### src/rtl/control_pkg.sv
// Shared definitions for the accumulator-datapath control unit: opcodes,
// ALU function codes, FSM state encoding and jump-condition helper.
package control_pkg;

  // Opcodes, instr[8:5]
  localparam logic [3:0] OP_NOP   = 4'h0;
  localparam logic [3:0] OP_LDI   = 4'h1;
  localparam logic [3:0] OP_ADDI  = 4'h2;
  localparam logic [3:0] OP_SUBI  = 4'h3;
  localparam logic [3:0] OP_NANDI = 4'h4;
  localparam logic [3:0] OP_OUT   = 4'h5;
  localparam logic [3:0] OP_JMP   = 4'h6;
  localparam logic [3:0] OP_JC    = 4'h7;
  localparam logic [3:0] OP_JZ    = 4'h8;
  localparam logic [3:0] OP_JNC   = 4'h9;
  localparam logic [3:0] OP_JNZ   = 4'hA;
  localparam logic [3:0] OP_HLT   = 4'hF;

  // ALU function select codes
  localparam logic [2:0] F_PASSA = 3'b000;
  localparam logic [2:0] F_SUB   = 3'b001;
  localparam logic [2:0] F_PASSB = 3'b010;
  localparam logic [2:0] F_ADD   = 3'b011;
  localparam logic [2:0] F_NAND  = 3'b100;

  typedef enum logic [1:0] {
    S_FETCH  = 2'd0,
    S_DECODE = 2'd1,
    S_EXEC   = 2'd2,
    S_HALT   = 2'd3
  } state_t;

  typedef enum logic [2:0] {
    JC_ALWAYS = 3'd0,
    JC_C      = 3'd1,
    JC_Z      = 3'd2,
    JC_NC     = 3'd3,
    JC_NZ     = 3'd4
  } jcond_t;

  // Resolve a jump condition against the latched flags
  function automatic logic jump_taken(input jcond_t cond, input logic c, input logic z);
    logic taken;
    case (cond)
      JC_ALWAYS: taken = 1'b1;
      JC_C:      taken = c;
      JC_Z:      taken = z;
      JC_NC:     taken = ~c;
      JC_NZ:     taken = ~z;
      default:   taken = 1'b0;
    endcase
    return taken;
  endfunction

endpackage

### src/rtl/control_decoder.sv
// Purely combinational opcode decoder: datapath enables, ALU select and
// instruction class (ALU / jump / halt) with the jump condition.
module control_decoder
  import control_pkg::*;
(
  input  logic [3:0] opcode,
  output logic [2:0] f_sel,
  output logic       en_db,
  output logic       en_r,
  output logic       en_acc,
  output logic       is_alu,
  output logic       is_jump,
  output logic       is_halt,
  output jcond_t     jcond
);

  // Opcode to control-word lookup; unknown opcodes decode as NOP
  always_comb begin
    f_sel   = F_PASSA;
    en_db   = 1'b0;
    en_r    = 1'b0;
    en_acc  = 1'b0;
    is_alu  = 1'b0;
    is_jump = 1'b0;
    is_halt = 1'b0;
    jcond   = JC_ALWAYS;
    case (opcode)
      OP_LDI:   begin f_sel = F_PASSB; en_db = 1'b1; en_acc = 1'b1; is_alu = 1'b1; end
      OP_ADDI:  begin f_sel = F_ADD;   en_db = 1'b1; en_acc = 1'b1; is_alu = 1'b1; end
      OP_SUBI:  begin f_sel = F_SUB;   en_db = 1'b1; en_acc = 1'b1; is_alu = 1'b1; end
      OP_NANDI: begin f_sel = F_NAND;  en_db = 1'b1; en_acc = 1'b1; is_alu = 1'b1; end
      OP_OUT:   begin en_r = 1'b1; end
      OP_JMP:   begin is_jump = 1'b1; jcond = JC_ALWAYS; end
      OP_JC:    begin is_jump = 1'b1; jcond = JC_C; end
      OP_JZ:    begin is_jump = 1'b1; jcond = JC_Z; end
      OP_JNC:   begin is_jump = 1'b1; jcond = JC_NC; end
      OP_JNZ:   begin is_jump = 1'b1; jcond = JC_NZ; end
      OP_HLT:   begin is_halt = 1'b1; end
      default:  begin f_sel = F_PASSA; end
    endcase
  end

endmodule

### src/rtl/control_unit.sv
// Fetch/decode/execute sequencer for the 5-bit accumulator datapath.
// Control outputs are registered: they are computed in DECODE from the
// incoming ROM word and are therefore valid for exactly the EXECUTE cycle.
module control_unit
  import control_pkg::*;
#(
  parameter int PC_W    = 5,
  parameter int INSTR_W = 9
) (
  input  logic               clk,
  input  logic               reset,
  input  logic               run,
  input  logic [INSTR_W-1:0] instr_in,
  input  logic               c_in,
  input  logic               ze_in,
  output logic [PC_W-1:0]    pc_out,
  output logic [4:0]         operand,
  output logic [2:0]         f_sel,
  output logic               en_db,
  output logic               en_r,
  output logic               en_acc,
  output logic               c_flag,
  output logic               z_flag,
  output logic               halt
);

  state_t            state_r, next_state_s;
  logic [PC_W-1:0]   pc_r, jump_target_s;
  logic [INSTR_W-1:0] ir_r;
  logic              c_flag_r, z_flag_r, halt_r;
  logic [2:0]        f_sel_r, f_sel_nxt_s;
  logic              en_db_r, en_r_r, en_acc_r;
  logic              en_db_nxt_s, en_r_nxt_s, en_acc_nxt_s, halt_nxt_s;
  logic [3:0]        dec_op_s;
  logic [2:0]        dec_f_sel_s;
  logic              dec_en_db_s, dec_en_r_s, dec_en_acc_s;
  logic              dec_is_alu_s, dec_is_jump_s, dec_is_halt_s;
  jcond_t            dec_jcond_s;
  logic              take_jump_s, flag_upd_s;

  // Decoder sees the incoming word in DECODE and the held IR in EXECUTE
  always_comb begin
    if (state_r == S_DECODE) dec_op_s = instr_in[8:5];
    else                     dec_op_s = ir_r[8:5];
  end

  control_decoder u_decoder (
    .opcode  (dec_op_s),
    .f_sel   (dec_f_sel_s),
    .en_db   (dec_en_db_s),
    .en_r    (dec_en_r_s),
    .en_acc  (dec_en_acc_s),
    .is_alu  (dec_is_alu_s),
    .is_jump (dec_is_jump_s),
    .is_halt (dec_is_halt_s),
    .jcond   (dec_jcond_s)
  );

  // Jump resolution and flag-update qualification for the EXECUTE cycle
  always_comb begin
    jump_target_s      = '0;
    jump_target_s[4:0] = ir_r[4:0];
    take_jump_s = (state_r == S_EXEC) && dec_is_jump_s &&
                  jump_taken(dec_jcond_s, c_flag_r, z_flag_r);
    flag_upd_s  = (state_r == S_EXEC) && dec_is_alu_s;
  end

  // FSM state register
  always_ff @(posedge clk or posedge reset) begin
    if (reset) state_r <= S_FETCH;
    else       state_r <= next_state_s;
  end

  // FSM next-state logic; HALT is left only through reset
  always_comb begin
    next_state_s = state_r;
    case (state_r)
      S_FETCH:  next_state_s = run ? S_DECODE : S_FETCH;
      S_DECODE: next_state_s = S_EXEC;
      S_EXEC:   next_state_s = dec_is_halt_s ? S_HALT : S_FETCH;
      S_HALT:   next_state_s = S_HALT;
      default:  next_state_s = S_FETCH;
    endcase
  end

  // FSM output logic: next-cycle control word, non-zero only entering EXECUTE
  always_comb begin
    f_sel_nxt_s  = F_PASSA;
    en_db_nxt_s  = 1'b0;
    en_r_nxt_s   = 1'b0;
    en_acc_nxt_s = 1'b0;
    if (state_r == S_DECODE) begin
      f_sel_nxt_s  = dec_f_sel_s;
      en_db_nxt_s  = dec_en_db_s;
      en_r_nxt_s   = dec_en_r_s;
      en_acc_nxt_s = dec_en_acc_s;
    end else begin
      f_sel_nxt_s  = F_PASSA;
      en_db_nxt_s  = 1'b0;
      en_r_nxt_s   = 1'b0;
      en_acc_nxt_s = 1'b0;
    end
    halt_nxt_s = (next_state_s == S_HALT);
  end

  // Output registers; async reset kills any in-flight enable pulse
  always_ff @(posedge clk or posedge reset) begin
    if (reset) begin
      f_sel_r  <= F_PASSA;
      en_db_r  <= 1'b0;
      en_r_r   <= 1'b0;
      en_acc_r <= 1'b0;
      halt_r   <= 1'b0;
    end else begin
      f_sel_r  <= f_sel_nxt_s;
      en_db_r  <= en_db_nxt_s;
      en_r_r   <= en_r_nxt_s;
      en_acc_r <= en_acc_nxt_s;
      halt_r   <= halt_nxt_s;
    end
  end

  // PC, IR and flags; a taken jump overrides the DECODE increment
  always_ff @(posedge clk or posedge reset) begin
    if (reset) begin
      pc_r     <= '0;
      ir_r     <= '0;
      c_flag_r <= 1'b0;
      z_flag_r <= 1'b0;
    end else begin
      if (state_r == S_DECODE) begin
        ir_r <= instr_in;
        pc_r <= pc_r + PC_W'(1);
      end else if (take_jump_s) begin
        pc_r <= jump_target_s;
      end else begin
        pc_r <= pc_r;
      end
      if (flag_upd_s) begin
        c_flag_r <= c_in;
        z_flag_r <= ze_in;
      end else begin
        c_flag_r <= c_flag_r;
        z_flag_r <= z_flag_r;
      end
    end
  end

  assign pc_out  = pc_r;
  assign operand = ir_r[4:0];
  assign f_sel   = f_sel_r;
  assign en_db   = en_db_r;
  assign en_r    = en_r_r;
  assign en_acc  = en_acc_r;
  assign c_flag  = c_flag_r;
  assign z_flag  = z_flag_r;
  assign halt    = halt_r;

endmodule
### config.mk
export PLATFORM = sky130hd
export DESIGN_NAME = control_unit
export DESIGN_NICKNAME = d
export VERILOG_FILES = /design/src/rtl/control_pkg.sv /design/src/rtl/control_decoder.sv /design/src/rtl/control_unit.sv
export SDC_FILE = /design/constraint.sdc
export NUM_CORES = 1
export LEC_CHECK = 0
export BUFFER_PORTS_ARGS = -buffer_cell sky130_fd_sc_hd__buf_2
export CAP_MARGIN = 20
export CORE_MARGIN = 1.5
export CORE_UTILIZATION = 50
export CTS_CLUSTER_SIZE = 8
export DETAILED_ROUTE_END_ITERATION = 16
export HOLD_SLACK_MARGIN = 0.08
export PLACE_DENSITY = 0.76
export SLEW_MARGIN = 20
export SYNTH_ARGS = -nofsm -noshare
export SYNTH_HDL_FRONTEND = slang
export SYNTH_HIERARCHICAL = 1
export SYNTH_SLANG_ARGS = --single-unit
### constraint.sdc
create_clock -name clk -period 5.9 [get_ports clk]
set_clock_uncertainty 0.05 [all_clocks]
set_input_delay 0.295 -clock clk [delete_from_list [all_inputs] [get_ports clk]]
set_output_delay 0.295 -clock clk [all_outputs]
set_load 0.05 [all_outputs]
# Yosys cells after proc, flatten, opt, wreduce, memory -nomap -nowiden
# Cells that the tools add are included.
# word_totals
in_bits,14
register_bits,24
out_inout_bits,19
elab_cells,55
# classes
n_bitwise,2
n_mux,16
eq_ne,19
n_reduce_logical,8
addsub,1
# ops
op,n
$pmux W3 S4,2
$eq A4 B3 Y1 const B,4
$eq A4 B4 Y1 const B,4
$mux W5,2
$eq A4 B2 Y1 const B,2
$pmux W2 S4,1
$mux W1,7
$eq A2 B2 Y1 const B,3
$eq A3 B2 Y1 const B,2
$add A5 B1 Y5 const B,1
$pmux W1 S5,1
$reduce_or A5 Y1,1
$eq A4 B1 Y1 const B,1
$mux W4,1
$reduce_or A4 Y1,1
$eq A3 B1 Y1 const B,1
$eq A3 B3 Y1 const B,1
$logic_and A1 B1 Y1,3
$logic_not A3 Y1,1
$mux W3,1
$eq A2 B1 Y1 const B,1
$logic_not A2 Y1,1
$mux W2,1
$not A1 Y1,2
$reduce_bool A2 Y1,1

# Logic depth before layout (Yosys ltp)
# Gate-level depths: netlist (run 1).
# depth
depth_word,9
depth_mapped,12

# Hierarchy
# The synthesis (run 1) kept the hierarchy.
# by_module_without_submodules
module,seq_area_each_um2,area_each_um2,instances,cells_each
control_unit,625.6,1148.6,1,91
control_decoder,0.0,182.7,1,23

# Worst setup path before layout (run 1)
# No wires, ideal clock.
# synth_timing
path_type,reg-to-reg
from,register state_r[1]
to,"register pc_r[3], in the netlist pc_out[3]"
setup_ns,0.077
stages_incl_launch_ff,13
setup_slack_ns,3.391
required_time_ns,5.773
t_arrival_ns,2.381
path_cell_list,dfrtp_1 -> buf_4 -> nor2b_1 -> buf_2 -> mux2_2 -> buf_6 -> nand2b_1 -> o22ai_2 -> nand3b_1 -> a21oi_2 -> o211ai_4 -> mux2_2 -> a21oi_1
# synth_via
elab_chain_cells,8
word_cells_on_any_way,21
classes_between,eq/ne (11); mux (5); reduce/logical (5)
# synth_lines
element,line_no,source
"start, declared",control_unit.sv:27,"state_t state_r, next_state_s;"
"start signal, assigned",control_unit.sv:71,else state_r <= next_state_s;
$eq A2 B1 Y1 *,control_unit.sv:43,if (state_r == S_DECODE) dec_op_s = instr_in[8:5];
$mux W4 *,control_unit.sv:43,
net dec_op_s[1],control_unit.sv:34,logic [3:0] dec_op_s;
$eq A4 B4 Y1 or $eq A4 B3 Y1 (tied branches),control_decoder.sv:27,case (opcode)
$pmux W3 S4 *,control_decoder.sv:27,
net dec_jcond_s[0],control_unit.sv:38,jcond_t dec_jcond_s;
"$eq A3 B3 Y1, or another cell as far along",control_pkg.sv:44,case (cond)
$pmux W1 S5 *,control_pkg.sv:44,
$logic_and A1 B1 Y1 *,control_unit.sv:63,take_jump_s = (state_r == S_EXEC) && dec_is_jump_s &&
$reduce_bool A2 Y1 (no source line) *,-,
"end signal, assigned",control_unit.sv:133,pc_r <= pc_r + PC_W'(1);
"end signal, assigned",control_unit.sv:135,pc_r <= jump_target_s;
"end signal, assigned",control_unit.sv:137,pc_r <= pc_r;
"end, declared",control_unit.sv:28,"logic [PC_W-1:0] pc_r, jump_target_s;"
# Mark *: on every way through the listed nets, which the timed path passes. The rest lies on a longest branch.
# A chain may end at the register's enable or synchronous reset.

# Worst setup path in the final report (run 1)
# layout_timing
from,register state_r[0]
to,"register pc_r[0], in the netlist pc_out[0]"
# The elaborated chain is that of the path after synthesis.

==> metrics.txt, run 1 <==
io pins=33; # DRC=0; largest net degree at the start of global routing=26; Worst Setup Start Kind=flop; reg2reg setup slack=2.37 ns; Slew Limit Fails=0; R2R Path Start=state_r[0]$_DFF_PP0_; first-pass GRT wire length=3677 µm; die width=54.60 µm; Worst Tran Pin Value=1.089 ns; WL per Instance=13.54 µm; CTS tree=built; diode count=0; Cells after Synth=114; Worst Setup EP=pc_out[0]$_DFFE_PP0P_; Distinct cells, synth=35; Crit. Startpoint=state_r[0]$_DFF_PP0_; fin nets=153; Synth async-reset ratio=100.0%; Post-synth EDFFs=0; Met1 Wirelength=1037 µm; RSZ-0062 raised after global routing=false; Iteration-0 DRC Markers=4; clock buffer count from CTS=3; Clock Root Buffer=clkbuf_4; initial antenna violation count=0; critical path data required time=6.05 ns; GR Overflow Total=0; relative slew slack=27.25%; Post-Synth XOR/XNOR Area=1.974%; WHS=0.1054 ns; post-DR vias/cell=5.234; Top Layer Used=met4; Total Wirelength=2261 µm; outcome=finished, final reports clean; # setup viols final=0; setup_tns=0 ns; FF+latch count, synth=25; main combinational cell family by area after synthesis=simple AND/OR/NAND/NOR gates; Fmax=283.0 MHz; clock slew at reported path FFs=0.13 ns; All-Layer GR Usage=17.96%; Placeable Area=2500 µm²; Final ANT Viol Nets=0; number of synthesis warnings=6; ys flop type=dfrtp_1; Initial Util=53.25%; RD Place Congestion=0.7595; CTS hold repair buffers=0; Fill cells=231; post-synthesis mux area share=15.41%; DRT Pass-1 Iters=4; port bufs=32; Worst Path Max Fanout=15; vias in the first global route=792; post-DP HPWL=1666 µm; die height=54.60 µm; Post-CTS Setup Inserts=0; syn_area_per_cell=11.68 µm²; CTS resizes=0; clk sink count=25; final hold vios=0; FF-to-FF End=pc_out[0]$_DFFE_PP0P_; met2 wire len=1092 µm; num rows=18; Final Cycle Share=59.89%; H-tree level count=1; Netlist Area Pre-Place=1331 µm²; Die Area=2981 µm²; Clock Tree Buf Depth=2; Hold/Removal Path Class=in -> async; minimum clock period=3.534 ns; register area share after synthesis=46.99%; adder-cell area share of the yosys netlist=0.9398%; worst r2r path cells=9; layout cell share with drive strength beyond 1=41.61%; Vias=874; Worst EP arrival=3.68 ns; Synth Area in Compound Gates=10.43%; metal3 WL=94 µm; Crit Path Class=reg -> reg; Syn Nets=129; Max-cap violations=0; CP endpoint kind=flop; worst skew pair latency=0.32 ns; Area Overhead vs Synth=9.868%; Synth Area in Simple Gates=16.45%
==> sequential cells by signal, summed over array words and instances, names as in the netlist, 2 cells and up <==
signal / flops
state_r: 2
f_sel: 3
pc_out: 5
ir_r: 9
==> placed cells by master (no fill, tap or decap), drive strengths merged <==
cell type  Yosys  layout
nand3b         2       2
and2           7       7
a21o           2       2
nor2           3       3
inv            3       3
nor2b          2       2
xor2           2       2
o32ai          1       1
nor3b          1       1
mux2          12      12
o211ai         1       1
o21a           2       2
and3           1       1
o22ai          2       2
o21ai          2       2
xnor2          1       1
nor3           6       6
a21oi          4       4
ha             1       1
nand2b         6       6
a22o           1       1
nand2          3       3
buf           13      32
clkbuf         0       4
mux2i          7       7
dfrtp         25      25
nand3          2       2
or2            1       1
o31ai          1       1
==> area by class of cell <==
| type | count | area [µm²] | area share, % |
|---|---|---|---|
| Multi-Input combinational cell | 73 | 601.8 | 41.15 |
| Clock buffer | 4 | 26.28 | 1.796 |
| Inverter | 3 | 11.26 | 0.7699 |
| Sequential cell | 25 | 625.6 | 42.77 |
| Timing Repair Buffer | 32 | 160.2 | 10.95 |
| Tap cell | 30 | 37.54 | 2.566 |
==> cells in the mapped netlist, drive strengths merged, types with 2 or more instances <==
library cell  instances  area share, %
a21oi                 4            2.1
nand2b                6            3.9
a21o                  2            1.1
o22ai                 2            1.9
buf                  13            7.0
mux2i                 7            5.3
o21a                  2            1.1
nand3                 2           0.75
xor2                  2            1.3
nor2                  3           0.85
nand3b                2            1.1
dfrtp                25             47
nand2                 3           0.85
mux2                 12             10
nor3                  6            2.6
and2                  7            3.5
inv                   3           0.85
nor2b                 2           0.94
o21ai                 2           0.75
==> worst max-delay path: stages, from the launching register on <==
cell and delay, ns:
dfrtp_1 0.67, nor2b_1 0.92, mux2_2 0.50, nand2b_4 0.19, nor3_1 0.24, nand2b_1 0.17
a21oi_2 0.07, o211ai_4 0.27, mux2i_1 0.23, mux2i_1 0.09
==> through the flow <==
step                      util (%)  cell area (µm²)  cells  worst slack (ns)
after detailed placement     57.46             1436    163             2.369
after floorplan                  -             1331    114             3.391
after global routing         58.51             1463    167             2.088
after CTS                    58.51             1463    167             2.336
final                        58.51             1463    167             2.366
after global placement       57.46             1436    163             2.506
==> worst min-delay path by stage <==
| stage | startpoint | endpoint | cells after the start | slack [ns] |
|---|---|---|---|---|
| 2_1_floorplan | reset | c_flag$_DFFE_PP0P_ | 1 | 0.27 |
| 4_1_cts | run | state_r[0]$_DFF_PP0_ | 2 | 0.11 |
| 6_report | reset | f_sel[1]$_DFF_PP0_ | 2 | 0.11 |
| 3_3_place_gp | run | state_r[0]$_DFF_PP0_ | 2 | 0.45 |
| 5_1_grt | run | state_r[0]$_DFF_PP0_ | 2 | 0.1 |
| 3_5_place_dp | run | state_r[0]$_DFF_PP0_ | 2 | 0.46 |
==> routing by layer <==
layer  up-vias  global-route usage, %
met3         4                  4.098
met1       414                  23.49
met4         0                  8.750
li1        432                      -
met5         -                      0
met2        24                  27.78
==> cell families after synthesis <==
kind of cell	after synthesis
adders and majority gates	1
buffers and inverters	16
xor gates and xnor gates	3
DFF	25
muxes	19
and+or+nand+nor	34
AOI/OAI and AO/OA	16
Power of run 1 is left out: the tool's default activity adds up to more than one toggle a clock period on the data nets, which glitch-free logic cannot reach.
==> run 2, diff against run 1 <==
Settings changed: CORE_UTILIZATION 50 to 47, PLACE_DENSITY 0.76 to 0.75.
Clock period 5.9 ns to 3 ns, I/O delays scaled along.
==> metrics.txt, run 2 (synthesis results as in run 1) <==
clock slew at reported path FFs=0.14 ns; GR Overflow Total=0; GR Util met2=28.74%; Max-cap violations=0; Hold/Removal Path Class=in -> reg; RSZ-0062 raised after global routing=false; clk sink count=25; Final Cell Area=1577 µm²; first-pass GRT wire length=4271 µm; post-DR vias/cell=5.122; relative slew slack=37.94%; Worst EP arrival=2.97 ns; Initial Util=49.12%; Worst Tran Pin Value=0.9299 ns; # DRC=0; Placement Cell Area=1460 µm²; RD Place Congestion=0.7355; DRT Pass-1 Iters=4; vias in the first global route=970; most common cell after layout, fill and taps aside=buf_2; GR met3 Demand/Resource=3.256%; max reg flops=9; Worst Setup Start Kind=flop; crit path cell chain=nor2b_1, buf_4, mux2_2, nand2b_1, o22ai_2, nand3b_1, a21oi_2, o211ai_4, mux2_2, a21oi_1; initial antenna violation count=0; Crit Path Class=reg -> reg; Slew Limit Fails=0; die height=56.22 µm; final hold vios=0; CTS tree=built; Worst Path Max Fanout=13; Final ANT Viol Nets=0; most frequent cells in the layout=buf_2, dfrtp_1, mux2_2; clock buffer count from CTS=3; Area Overhead vs Synth=18.42%; H-tree level count=1; critical path data required time=3.21 ns; minimum clock period=2.759 ns; layout cell share with drive strength beyond 1=40.27%; Fmax=362.4 MHz; Total Wirelength=2348 µm; num rows=19; Die Area=3161 µm²; CTS resizes=0; Clock Tree Buf Depth=2; Placeable Area=2710 µm²; crit-path most repeated cell=mux2_2; Clock Root Buffer=clkbuf_4; WL per Instance=13.04 µm; post-DP HPWL=1682 µm; Crit. Startpoint=state_r[1]$_DFF_PP0_; Iteration-0 DRC Markers=15; Vias=922; Worst path max stage delay=0.45 ns; worst skew pair latency=0.32 ns; hold_sp=instr_in[7]; busiest grt layer=met2; Post-CTS Setup Inserts=0; outcome=finished, final reports clean; count of buffer and inverter cells on the critical path=1; Final Cycle Share=91.98%; setup_tns=0 ns; port bufs=32; fin nets=165; All-Layer GR Usage=17.06%; R2R Path Start=state_r[1]$_DFF_PP0_; die width=56.22 µm; diode count=0; kind of cell adding the most delay to the critical path=multiplexers; io pins=33; final core utilization=58.17%; CP endpoint kind=flop; Crit-path slowest cell=mux2_2; Biggest register=ir_r; # setup viols final=0; global-route track usage on met1=22.11%; largest net degree at the start of global routing=26
## run 2: cell types whose count changed in the layout (fill, tap and decap cells not counted)
| cell | delta |
|---|---|
| dlygate4sd3_1 | +9 |
| buf_4 | +3 |
## run 2: layer usage
layer / up-vias / share of wire (%)
met3: 4 / 4.1
li1: 458 / -
met2: 23 / 49
met4: 0 / 1.1
met1: 437 / 45
met5: - / 0
## run 2: stage by stage
stage	hold WS, ns	worst slack, ns	instances
finish	0.1708	0.2406	180
global route	0.1659	0.09244	180
CTS	0.1524	0.2094	180
detailed placement	0.3072	0.2569	167
global placement	0.2989	0.3755	167
floorplan	0.1273	0.4913	114
## run 2: final timing paths
| path | endpoint | cells past startpoint | slack [ns] |
|---|---|---|---|
| max in group asynchronous | en_acc$_DFF_PP0_ | 3 | 1.82 |
| setup reg to reg | pc_out[3]$_DFFE_PP0P_ | 10 | 0.24 |
| hold / removal | ir_r[7]$_DFFE_PP0P_ | 2 | 0.17 |
| setup / recovery | pc_out[3]$_DFFE_PP0P_ | 10 | 0.24 |
| hold reg to reg | ir_r[2]$_DFFE_PP0P_ | 1 | 0.50 |
| min in group asynchronous | ir_r[4]$_DFFE_PP0P_ | 3 | 0.51 |
## run 2: what timing repair did
action	in CTS	in global routing
hold endpoints to repair	33	0
setup endpoints to repair	0	0
hold buffers	9	0
## run 2: worst reg2reg max path: cells and delay by family (launching register included)
kind,cells,cell delay [ns]
buffers and inverters,1,0.24
AOI/OAI and AO/OA,4,0.72
DFF,1,0.41
muxes,2,0.74
and+or+nand+nor,3,0.53
## run 2: final cells by class
type	instances	area, µm²
clock buffer	4	26.28
fill	250	1134
timing repair buffer	44	272.8
sequential	25	625.6
tap	31	38.79
multi-input combinational	73	601.8
inverter	3	11.26
Power of run 2 is left out for the same reason.
